$ cat src/rtl/xorshift_pkg.sv
// xorshift_pkg
//   Shared definitions for the xorshift PRNG bank:
//   - shift triplets for the 16-bit and 32-bit xorshift variants
//   - golden-ratio lane-spread constants and zero-seed substitutes
//   - the bank state enum
//   - xs_step(): one xorshift step for the selected width
//   - lane_seed(): derives a lane seed from a base seed
//   Values narrower than 32 bits are carried zero-extended in 32-bit containers
//   so a single function serves both widths.
package xorshift_pkg;

    // 16-bit variant: t=s^(s>>7); t=t^(t<<9); s'=t^(t>>8)
    localparam int XS16_A = 7;
    localparam int XS16_B = 9;
    localparam int XS16_C = 8;

    // 32-bit variant: t=s^(s<<13); t=t^(t>>17); s'=t^(t<<5)
    localparam int XS32_A = 13;
    localparam int XS32_B = 17;
    localparam int XS32_C = 5;

    localparam logic [15:0] GOLDEN16   = 16'h9E37;
    localparam logic [31:0] GOLDEN32   = 32'h9E3779B9;
    localparam logic [15:0] ZERO_SUB16 = 16'hACE1;
    localparam logic [31:0] ZERO_SUB32 = 32'hACE1ACE1;

    typedef enum logic {
        ST_WARMUP = 1'b0,
        ST_RUN    = 1'b1
    } state_t;

    // One xorshift step. For width 16 only s[15:0] is used and the result is
    // returned zero-extended.
    function automatic logic [31:0] xs_step(input int width, input logic [31:0] s);
        logic [15:0] t16;
        logic [31:0] t32;
        t16 = '0;
        t32 = '0;
        if (width == 16) begin
            t16 = s[15:0] ^ (s[15:0] >> XS16_A);
            t16 = t16 ^ (t16 << XS16_B);
            t16 = t16 ^ (t16 >> XS16_C);
            xs_step = {16'h0000, t16};
        end else begin
            t32 = s ^ (s << XS32_A);
            t32 = t32 ^ (t32 >> XS32_B);
            t32 = t32 ^ (t32 << XS32_C);
            xs_step = t32;
        end
    endfunction

    // Lane seed: base ^ trunc(idx*GOLDEN), with the all-zero lock-up state
    // replaced by a fixed nonzero substitute.
    function automatic logic [31:0] lane_seed(input int width, input logic [31:0] base,
                                              input int idx);
        logic [31:0] mix;
        logic [31:0] seed;
        if (width == 16) begin
            mix  = 32'(idx) * {16'h0000, GOLDEN16};
            seed = (base ^ mix) & 32'h0000_FFFF;
            if (seed == 32'h0) seed = {16'h0000, ZERO_SUB16};
        end else begin
            mix  = 32'(idx) * GOLDEN32;
            seed = base ^ mix;
            if (seed == 32'h0) seed = ZERO_SUB32;
        end
        lane_seed = seed;
    endfunction

endpackage

$ cat src/rtl/xorshift_lane.sv
// xorshift_lane
//   Single xorshift lane: a WIDTH-bit state register that either loads a new
//   seed or advances by one xorshift step. Load has priority over step.
//   Ports:
//     clk, rst_n   clock, asynchronous active-low reset (to RESET_VAL)
//     step         advance the lane by one step this cycle
//     load         load load_val this cycle (overrides step)
//     load_val     seed to load
//     value        registered lane state
module xorshift_lane
    import xorshift_pkg::*;
#(
    parameter int               WIDTH     = 16,
    parameter logic [WIDTH-1:0] RESET_VAL = WIDTH'(16'hACE1)
) (
    input  logic             clk,
    input  logic             rst_n,
    input  logic             step,
    input  logic             load,
    input  logic [WIDTH-1:0] load_val,
    output logic [WIDTH-1:0] value
);

    logic [WIDTH-1:0] q;
    logic [WIDTH-1:0] q_next;
    logic [31:0]      q_ext;
    logic [31:0]      stepped;

    always_comb begin
        q_ext   = 32'(q);
        stepped = xs_step(WIDTH, q_ext);
        q_next  = stepped[WIDTH-1:0];
    end

    // Upper bits of the 32-bit container are zero for narrow lanes.
    if (WIDTH < 32) begin : g_pad
        logic unused_hi;
        assign unused_hi = ^stepped[31:WIDTH];
    end

    always_ff @(posedge clk or negedge rst_n) begin
        if (!rst_n) begin
            q <= RESET_VAL;
        end else if (load) begin
            q <= load_val;
        end else if (step) begin
            q <= q_next;
        end
    end

    assign value = q;

endmodule

$ cat src/rtl/xorshift_prng_bank.sv
// xorshift_prng_bank
//   NUM_CH independent xorshift lanes presented together on a valid/ready
//   stream, with runtime reseed and a programmable warm-up after every seed
//   load.
//   Ports:
//     clk, rst_n     clock, asynchronous active-low reset
//     reseed_valid   reseed request (must be held until reseed_ready)
//     reseed_seed    new base seed
//     reseed_ready   high in RUN; a reseed fires on reseed_valid && reseed_ready
//     out_valid      out_data holds a fresh draw (high in RUN)
//     out_ready      consumer accepts the draw
//     out_data       lane i in bits [i*WIDTH +: WIDTH], always registered state
//     busy           high during warm-up
//   Handshake: a transfer happens on a rising edge where valid && ready are both
//   high; out_data is held stable while out_valid && !out_ready. When a reseed
//   and an output transfer fire together the consumer takes the current
//   (pre-reseed) draw and the seed load replaces the step.
module xorshift_prng_bank
    import xorshift_pkg::*;
#(
    parameter int               WIDTH  = 16,
    parameter int               NUM_CH = 4,
    parameter logic [WIDTH-1:0] SEED   = WIDTH'(16'h1ACE),
    parameter int               WARMUP = 8
) (
    input  logic                      clk,
    input  logic                      rst_n,
    input  logic                      reseed_valid,
    input  logic [WIDTH-1:0]          reseed_seed,
    output logic                      reseed_ready,
    output logic                      out_valid,
    input  logic                      out_ready,
    output logic [NUM_CH*WIDTH-1:0]   out_data,
    output logic                      busy
);

    if (!(WIDTH == 16 || WIDTH == 32)) begin : g_bad_width
        $error("xorshift_prng_bank: WIDTH must be 16 or 32");
    end
    if (NUM_CH < 1 || NUM_CH > 16) begin : g_bad_num_ch
        $error("xorshift_prng_bank: NUM_CH must be 1..16");
    end
    if (WARMUP < 0 || WARMUP > 255) begin : g_bad_warmup
        $error("xorshift_prng_bank: WARMUP must be 0..255");
    end

    localparam logic [7:0] WARMUP_CNT  = 8'(WARMUP);
    // With no warm-up the bank goes straight to RUN after any seed load.
    localparam state_t     RESET_STATE = (WARMUP == 0) ? ST_RUN : ST_WARMUP;

    state_t     state;
    logic [7:0] cnt;
    logic       reseed_fire;
    logic       out_fire;
    logic       lane_step;

    // out_valid, reseed_ready and busy are decodes of the one-bit state
    // register, so they are glitch-free registered values.
    assign out_valid    = (state == ST_RUN);
    assign reseed_ready = (state == ST_RUN);
    assign busy         = (state == ST_WARMUP);

    assign reseed_fire  = reseed_valid && reseed_ready;
    assign out_fire     = out_valid && out_ready;
    assign lane_step    = busy || out_fire;

    // FSM and warm-up counter. cnt is only meaningful in WARMUP; it leaves for
    // RUN on the edge that consumes cnt==1.
    always_ff @(posedge clk or negedge rst_n) begin
        if (!rst_n) begin
            state <= RESET_STATE;
            cnt   <= WARMUP_CNT;
        end else if (reseed_fire) begin
            state <= RESET_STATE;
            cnt   <= WARMUP_CNT;
        end else if (state == ST_WARMUP) begin
            cnt <= cnt - 8'd1;
            if (cnt == 8'd1) begin
                state <= ST_RUN;
            end
        end
    end

    for (genvar i = 0; i < NUM_CH; i++) begin : g_lane
        localparam logic [31:0]      RST_FULL = lane_seed(WIDTH, 32'(SEED), i);
        localparam logic [WIDTH-1:0] RST_VAL  = RST_FULL[WIDTH-1:0];

        logic [31:0]      rs_full;
        logic [WIDTH-1:0] rs_val;
        logic [WIDTH-1:0] lane_value;

        always_comb begin
            rs_full = lane_seed(WIDTH, 32'(reseed_seed), i);
            rs_val  = rs_full[WIDTH-1:0];
        end

        if (WIDTH < 32) begin : g_pad
            logic unused_hi;
            assign unused_hi = ^rs_full[31:WIDTH];
        end

        xorshift_lane #(
            .WIDTH     (WIDTH),
            .RESET_VAL (RST_VAL)
        ) u_lane (
            .clk      (clk),
            .rst_n    (rst_n),
            .step     (lane_step),
            .load     (reseed_fire),
            .load_val (rs_val),
            .value    (lane_value)
        );

        assign out_data[i*WIDTH +: WIDTH] = lane_value;
    end

endmodule

$ cat config.mk
export PLATFORM = sky130hd
export DESIGN_NAME = xorshift_prng_bank
export DESIGN_NICKNAME = d
export VERILOG_FILES = /design/src/rtl/xorshift_pkg.sv /design/src/rtl/xorshift_lane.sv /design/src/rtl/xorshift_prng_bank.sv
export SDC_FILE = /design/constraint.sdc
export NUM_CORES = 1
export LEC_CHECK = 0
export BUFFER_PORTS_ARGS = -buffer_cell sky130_fd_sc_hd__buf_2
export CAP_MARGIN = 40
export CELL_PAD_IN_SITES_DETAIL_PLACEMENT = 0
export CELL_PAD_IN_SITES_GLOBAL_PLACEMENT = 1
export CORE_UTILIZATION = 46
export CTS_CLUSTER_DIAMETER = 60
export DETAILED_ROUTE_END_ITERATION = 8
export PLACE_DENSITY_LB_ADDON = 0.15
export SYNTH_ARGS = -nofsm -noshare
export SYNTH_HDL_FRONTEND = slang
export SYNTH_SLANG_ARGS = --single-unit
$ cat constraint.sdc
create_clock -name clk -period 3.91 [get_ports clk]
set_input_delay 0.782 -clock clk [delete_from_list [all_inputs] [get_ports clk]]
set_output_delay 0.782 -clock clk [all_outputs]
set_load 0.05 [all_outputs]
# Yosys cells after proc, flatten, opt, wreduce, memory -nomap -nowiden
# Cells that the tools add are included.
# W data, S select, Z words.
dict set report totals {
  reg_bits 73
  inputBits 20
  output_inout_bits 67
  elab_cells 50
}
dict set report classes {
  add_sub_neg 1
  n_eq_ne 2
  mux 17
  n_bitwise 16
  reduce_logical 8
}
# op count
set ops {}
lappend ops {{$mux W16} 12}
lappend ops {{$logic_not A32 Y1} 4}
lappend ops {{$xor A16 B16 Y16} 4}
lappend ops {{$xor A16 B8 Y16} 4}
lappend ops {{$xor A16 B9 Y16} 4}
lappend ops {{$not A9 Y9} 2}
lappend ops {{$mux W8} 2}
lappend ops {{$not A10 Y10} 1}
lappend ops {{$eq A8 B1 Y1 const B} 1}
lappend ops {{$sub A8 B1 Y8 const B} 1}
lappend ops {{$mux W1} 3}
lappend ops {{$logic_and A1 B1 Y1} 2}
lappend ops {{$ne A2 B1 Y1 const B} 1}
lappend ops {{$reduce_bool A2 Y1} 1}
lappend ops {{$logic_or A1 B1 Y1} 1}
lappend ops {{$not A1 Y1} 1}

# Depth between registers and ports, before layout
# Gate-level depths: netlist of run 1.
dict set report depth {
  ltp_word 5
  mapped_depth 7
  depth_no_buf 5
}

# Modules after synthesis
# From an unflattened synthesis of run 1, not the netlist that was laid out.
dict set report unflattened {
  hier_cells 602
  hier_area_um2 5225.0
}
# mod instances cells_each area_per_inst_um2
set modules_own_cells {}
lappend modules_own_cells {{xorshift_lane (g_lane[0].u_lane ...)} 2 117 1073.5}
lappend modules_own_cells {{xorshift_lane (g_lane[3].u_lane)} 1 117 1072.3}
lappend modules_own_cells {{xorshift_lane (g_lane[2].u_lane)} 1 117 1069.8}
lappend modules_own_cells {xorshift_prng_bank 1 134 935.9}

# Worst setup path after synthesis of run 1
# OpenSTA, ideal clock, no wires.
dict set report synth_timing {
  path_type {reg2out}
  from {register state (netlist: out_valid)}
  to {output busy}
  t_arrival_ns 1.404
  path_slack_ns 1.724
  stages_incl_launch_ff 4
  cell_sequence {dfrtp_1 -> clkbuf_1 -> clkbuf_1 -> inv_1}
}
dict set report synth_via {
  elab_chain_cells 1
}
# item line_no
set synth_lines {}
lappend synth_lines {{from (decl)} xorshift_prng_bank.sv:51} ;# state_t state;
lappend synth_lines {{from (signal assigned)} xorshift_prng_bank.sv:71} ;# state <= RESET_STATE;
lappend synth_lines {{from (signal assigned)} xorshift_prng_bank.sv:74} ;# state <= RESET_STATE;
lappend synth_lines {{from (signal assigned)} xorshift_prng_bank.sv:79} ;# state <= ST_RUN;
lappend synth_lines {{$not A1 Y1} --}
lappend synth_lines {{to (decl)} xorshift_prng_bank.sv:34} ;# output logic busy
# Every way passes these cells.

# Worst setup path in the final report of run 1
dict set report layout_timing {
  from {register state (netlist: out_valid)}
  to {register g_lane[2].u_lane.q[8]}
}
dict set report layout_via {
  elab_chain_cells 3
}
# item line_no
set layout_lines {}
lappend layout_lines {{$logic_and A1 B1 Y1 / $not A1 Y1 (equally long branches)} --}
lappend layout_lines {{$logic_or A1 B1 Y1} xorshift_prng_bank.sv:65} ;# assign lane_step = busy || out_fire;
lappend layout_lines {{$reduce_bool A2 Y1 (no source line)} --}
lappend layout_lines {{to (signal assigned)} xorshift_lane.sv:45} ;# q <= load_val;
lappend layout_lines {{to (signal assigned)} xorshift_lane.sv:47} ;# q <= q_next;
lappend layout_lines {{to (decl)} xorshift_lane.sv:24} ;# logic [WIDTH-1:0] q;
# Several ways; a longest one is shown, not always the timed one.
# A chain may end at the register's enable or synchronous reset.

==> summary.txt, run 1 <==
Floorplanning
  – Io pins: a little under 90
  – Row cnt: 36
  – Floorplan Core Area: roughly 0.01 mm²
  – Die Area: 0.0108 mm²
  – Die Ht: 104 µm
  – Die width: 104 µm
  – Initial core utilization: 0.482

Worst setup path
  – WP data arrival: around 2.5 ns
  – Critical Path Fanout Max: 38
  – Slowest CP cell: dfrtp_1
  – Crit path cell chain: nand2_2 -> nor2_1 -> a31oi_1 -> o22a_1
  – Startpoint Class: flop
  – Largest stage delay on the critical path: around 0.67 ns
  – CP Capture Type: flop
  – CP Class: flop to flop
  – Crit path max-delay family: simple AND/OR/NAND/NOR gates
  – Worst Path Buf+Inv: 0
  – Critical Path RT: about 4.2 ns

Routing
  – DRC: 0
  – Met2 Routed Length: roughly 6600 µm
  – Met1 Wirelength: approximately 6500 µm
  – Wirelength per Cell: approximately 19 µm
  – Vias/cell: between 5 and 6
  – Vias: approximately 4200
  – DR iter-0 viols: around 270
  – Max layer used: met4
  – Post-route ant nets: 0
  – Met3 routed wirelength: ~620 µm
  – Routed wire length: 13900 µm
  – DR pass1 iterations: 4

Timing
  – Fin crit period: 2.25 ns
  – Setup Viol. Count Final: 0
  – Max_slew headroom: 0.411
  – Final Hold Fails: 0
  – RSZ-0062 raised after global routing: false
  – Final TNS setup: 0 ns
  – Fin crit share: 0.576
  – Final Worst Setup Slack: between 1.5 and 2 ns
  – Slew Limit Fails: 0
  – Worst-Margin Slew: slightly below 0.9 ns
  – Max frequency: between 400 and 500 MHz
  – Post-Route Skew: around 0.015 ns

CTS
  – Post-cts hold buffer count: 0
  – Setup Buffers After CTS: 0
  – CTS Buf Count: 9
  – Sink Count: 73
  – Root buffer cell: clkbuf_8
  – Worst-skew pair later-pin latency: 0.36 ns
  – H-tree levels: 3
  – CTS tree: yes
  – CTS clock-pin slew for the worst setup and hold paths: roughly 0.08 ns
  – Clock buffer depth: 2
  – Post-cts resize count: 0

Placement
  – Dpl hpwl: approximately 10000 µm
  – Buffers on Ports: 86
  – Gp weighted congestion: between 0.8 and 0.9
  – Worst slack, placed: around 1.5 ns
  – Dpl cells: 712

Hold path
  – Hold Path Class: primary input to async pin

Finish
  – NumNets Final: ~610
  – Final non-filler cell total: 728
  – Fillers: roughly 950
  – Area grow syn2layout: 14.2%
  – # diodes: 0
  – Layout cell share with drive strength beyond 1: 0.249

Logic synthesis
  – Top-count cell post-synth: nor2_1
  – Cell Area, Synth: between 0.004 and 0.005 mm²
  – Largest cells by area after synthesis: dfrtp_1, dfstp_2, xnor2_1
  – Yosys top cell area share: 0.229
  – Synth Warn #: 0
  – Cell taking the most area after synthesis: dfrtp_1
  – Commonest cells post-synth: nor2_1, xnor2_1, dfrtp_1, o21ai_0
  – Synthesized instance count: ~530
  – Syn Nets: 549
  – Ys async rst share: 1.00
  – Synth cell types: between 50 and 60
  – Post-synth top flop: dfrtp_1
  – Syn_area_per_cell: approximately 9.1 µm²
  – Post-synth EDFFs: 0
  – Sequential area share after synthesis: 0.388
  – Yosys reg bits: 73

Global route
  – Vias in the first global route: 3937
  – Overflow after GRT: 0
  – All-layer global routing usage: 0.261
  – Initial antenna violation count: 0
  – First-pass GRT wire length: 22000 µm
  – Largest net degree at the start of global routing: 55

Run
  – Max-Cap Viols: 0

Status
  – Outcome: completed
## worst register-to-register path, delay by kind of cell, from the launching register on
family           cells  cell delay (ns)
AO/OA/AOI/OAI        2             0.30
flip-flops           1             0.67
AND/OR/NAND/NOR      2             1.15
## final timing paths
check                                           from                          to  slack, ns  cells after the start
setup / recovery                           out_valid   g_lane[2].u_lane.value[8]       1.66                      4
setup reg to reg                           out_valid   g_lane[2].u_lane.value[8]       1.66                      4
min in group clk           g_lane[3].u_lane.value[3]   g_lane[3].u_lane.value[3]       0.49                      2
hold reg to reg            g_lane[3].u_lane.value[3]   g_lane[3].u_lane.value[3]       0.49                      2
max in group asynchronous                      rst_n                      cnt[3]       2.92                      2
hold / removal                                 rst_n  g_lane[2].u_lane.value[12]       0.36                      1
## kinds of logic after synthesis
group / after synthesis / share of synthesized area
AOI/OAI and AO/OA: 163 / 0.226
xor gates and xnor gates: 91 / 0.180
adders and majority gates: 2 / 0.00521
buffers and inverters: 64 / 0.0516
DFF: 73 / 0.388
muxes: 2 / 0.00417
and+or+nand+nor: 132 / 0.144
## layer usage
metal,GRT usage,up-vias
met2,0.404,124
met1,0.372,2087
met3,0.0301,24
li1,-,1999
met5,0,-
met4,0.105,0
## layout by cell type, fill, tap and decap left out, drive strengths merged, types with 5 or more instances in the layout
cell type,count
nor3,6
a221oi,7
o22a,10
a211oi,10
buf,92
nand3,9
nor2,57
o21ai,43
a31oi,24
dfrtp,44
xnor2,54
a2bb2oi,9
xnor3,5
nor4,6
a21oi,27
inv,24
and3,12
xor2,32
nand2,24
clkbuf,13
o2bb2ai,7
dfstp,29
o22ai,6
## area by class of cell
type                            instances  area [µm²]  area share
Sequential cell                        73        1860       0.340
Tap cell                              133         166      0.0304
Multi-Input combinational cell        390        2700       0.492
Inverter                               24        90.1      0.0164
Timing Repair Buffer                   92         498      0.0908
Clock inverter                          3        17.5     0.00319
Clock buffer                           13         149      0.0272
## state kept, by name, summed over array words and instances (netlist names)
signal / flops
cnt: 8
g_lane.u_lane.value: 64
out_valid: 1
## per-stage QoR
stage	utilization	hold WS [ns]	area (µm²)
floorplan	-	0.448	4800
global placement	0.531	0.469	5290
detailed placement	0.534	0.479	5320
CTS	0.551	0.364	5480
global route	0.551	0.387	5480
finish	0.551	0.359	5480
Power of run 1 is not shown: default switching activity piles up to over one toggle a cycle in this logic, so the estimate is an artifact.
==> run 2, diff against run 1 <==
--- a/config.mk
+++ b/config.mk
@@ -9,7 +9,7 @@
 export CAP_MARGIN = 40
 export CELL_PAD_IN_SITES_DETAIL_PLACEMENT = 0
 export CELL_PAD_IN_SITES_GLOBAL_PLACEMENT = 1
-export CORE_UTILIZATION = 46
+export CORE_UTILIZATION = 39
 export CTS_CLUSTER_DIAMETER = 60
 export DETAILED_ROUTE_END_ITERATION = 8
 export PLACE_DENSITY_LB_ADDON = 0.15
==> constraint.sdc (replaced) <==
create_clock -name clk -period 2 [get_ports clk]
set_input_delay 0.4 -clock clk [delete_from_list [all_inputs] [get_ports clk]]
set_output_delay 0.4 -clock clk [all_outputs]
set_load 0.05 [all_outputs]
==> run 2 against run 1 <==
  * Flip-flop and latch count unchanged
  * Count of clock-buffer cells in the layout is 1 higher
  * Cell count increased by 5.1%
  * Sequential share of layout area fell by 1.9 points
  * Highest routed layer unchanged
==> summary.txt, run 2 (synthesis results as in run 1) <==
Timing
  – Setup Viol. Count Final: 0 (unchanged)
  – Fin crit share: 0.833 (+0.257)
  – Slew Limit Fails: 0 (unchanged)
  – Worst-Margin Slew: 0.714 ns (-0.169 ns)
  – Final Hold Fails: 0 (unchanged)
  – Final TNS setup: 0 ns (unchanged)
  – Max_slew headroom: 0.519 (+0.109)
  – Fin crit period: 1.67 ns (-0.586 ns)
  – Post-Route Skew: 0.00841 ns (-0.00632 ns)
  – Max frequency: 600 MHz (+35%)
  – Final Worst Setup Slack: 0.334 ns (-1.32 ns)
  – RSZ-0062 raised after global routing: false

Global route
  – All-layer global routing usage: 0.253 (-0.00845)
  – First-pass GRT wire length: 24100 µm (+9.3%)
  – Overflow after GRT: 0 (unchanged)
  – Largest net degree at the start of global routing: 40 (-27%)
  – Initial antenna violation count: 0 (unchanged)
  – Vias in the first global route: 4096 (+4.0%)

Routing
  – Vias: 4391 (+3.7%)
  – Routed wire length: 15500 µm (+11%)
  – Post-route ant nets: 0 (unchanged)
  – DRC: 0 (unchanged)
  – Wirelength per Cell: 20.3 µm (+5.9%)
  – DR pass1 iterations: 5 (+1)
  – DR iter-0 viols: 344 (+30%)
  – Vias/cell: 5.74 (-1.3%)

Finish
  – Most common library cell in the layout ignoring fill and taps: buf_2
  – Max reg flops: 64 (unchanged)
  – Layout cell share with drive strength beyond 1: 0.280 (+0.0312)
  – Most frequent cells in the layout: buf_2, nor2_1, xnor2_1, dfrtp_1, o21ai_0
  – # diodes: 0 (unchanged)
  – Area grow syn2layout: 21.0%
  – Fillers: 1205 (+27%)
  – FF+latch area: 0.00186 mm² (unchanged)
  – Multi-input logic area: 0.00270 mm² (unchanged)
  – NumNets Final: 635 (+3.8%)

CTS
  – Post-cts resize count: 0 (unchanged)
  – Post-cts hold buffer count: 0 (unchanged)
  – Sink Count: 73 (unchanged)
  – Clock buffer depth: 2 (unchanged)
  – CTS clock-pin slew for the worst setup and hold paths: 0.06 ns (-0.02 ns)
  – Setup Buffers After CTS: 0 (unchanged)
  – CTS tree: yes
  – Worst-skew pair later-pin latency: 0.35 ns (about the same)
  – H-tree levels: 3 (unchanged)
  – CTS Buf Count: 9 (unchanged)
  – Root buffer cell: clkbuf_16

Worst setup path
  – Startpoint Class: flop
  – Critical Path Fanout Max: 9 (-76%)
  – CP Capture Type: flop
  – Critical Path RT: 2.22 ns (-1.93 ns)
  – WP data arrival: 1.89 ns (-0.60 ns)
  – CP Class: flop to flop

Hold path
  – Hold Path Class: primary input to async pin

Floorplanning
  – Initial core utilization: 0.400 (-0.0826)
  – Die Area: 0.0128 mm² (+18%)
  – Io pins: 87 (unchanged)
  – Floorplan Core Area: 0.0120 mm² (+21%)
  – Die width: 113 µm (+8.4%)
  – Die Ht: 113 µm (+8.4%)
  – Row cnt: 40 (+11%)

Placement
  – Buffers on Ports: 86 (unchanged)
  – Worst slack, placed: 0.0839 ns (-1.40 ns)
  – Gp weighted congestion: 0.848 (-3.6%)
  – Dpl hpwl: 11300 µm (+15%)

Run
  – Max-Cap Viols: 0 (unchanged)

Status
  – Outcome: completed
-- run 2: final cells by class --
| cell class | instances | share of cell area |
|---|---|---|
| Clock buffer | 14 | 0.0489 |
| Clock inverter | 2 | 0.00172 |
| Inverter | 24 | 0.0155 |
| Multi-Input combinational cell | 390 | 0.465 |
| Sequential cell | 73 | 0.321 |
| Tap cell | 147 | 0.0317 |
| Timing Repair Buffer | 115 | 0.116 |
-- run 2: worst paths after layout --
check,start,to,slack (ns),cells past startpoint
hold / removal,rst_n,g_lane[0].u_lane.value[10],0.06,1
setup / recovery,out_valid,g_lane[2].u_lane.value[4],0.33,5
hold reg to reg,cnt[7],cnt[7],0.48,1
max in group asynchronous,rst_n,g_lane[0].u_lane.value[6],1.32,2
setup reg to reg,out_valid,g_lane[2].u_lane.value[4],0.33,5
min in group clk,reseed_seed[7],g_lane[3].u_lane.value[7],0.42,3
-- run 2: critical path, stage by stage (launching register included) --
cell       delay, ns
dfrtp_1         0.40
buf_4           0.17
nand2_2         0.14
nor2_1          0.58
a31oi_1         0.10
a2bb2oi_1       0.16
-- run 2: metal layers --
layer	vias to the layer above	global-route usage	part of all wire
li1	2047	-	-
met1	2167	0.335	0.45
met2	150	0.411	0.47
met3	27	0.0525	0.049
met4	0	0.0860	0.025
met5	-	0	0
-- run 2: per-stage QoR --
| stage | area [µm²] | util | hold slack, ns | instances |
|---|---|---|---|---|
| after floorplan | 4800 | - | 0.104 | 527 |
| after global placement | 5510 | 0.459 | 0.436 | 749 |
| after detailed placement | 5510 | 0.459 | 0.432 | 749 |
| after CTS | 5810 | 0.483 | 0.0677 | 765 |
| after global routing | 5810 | 0.483 | 0.0809 | 765 |
| final | 5810 | 0.483 | 0.0552 | 765 |
Power of run 2 is left out for the same reason.
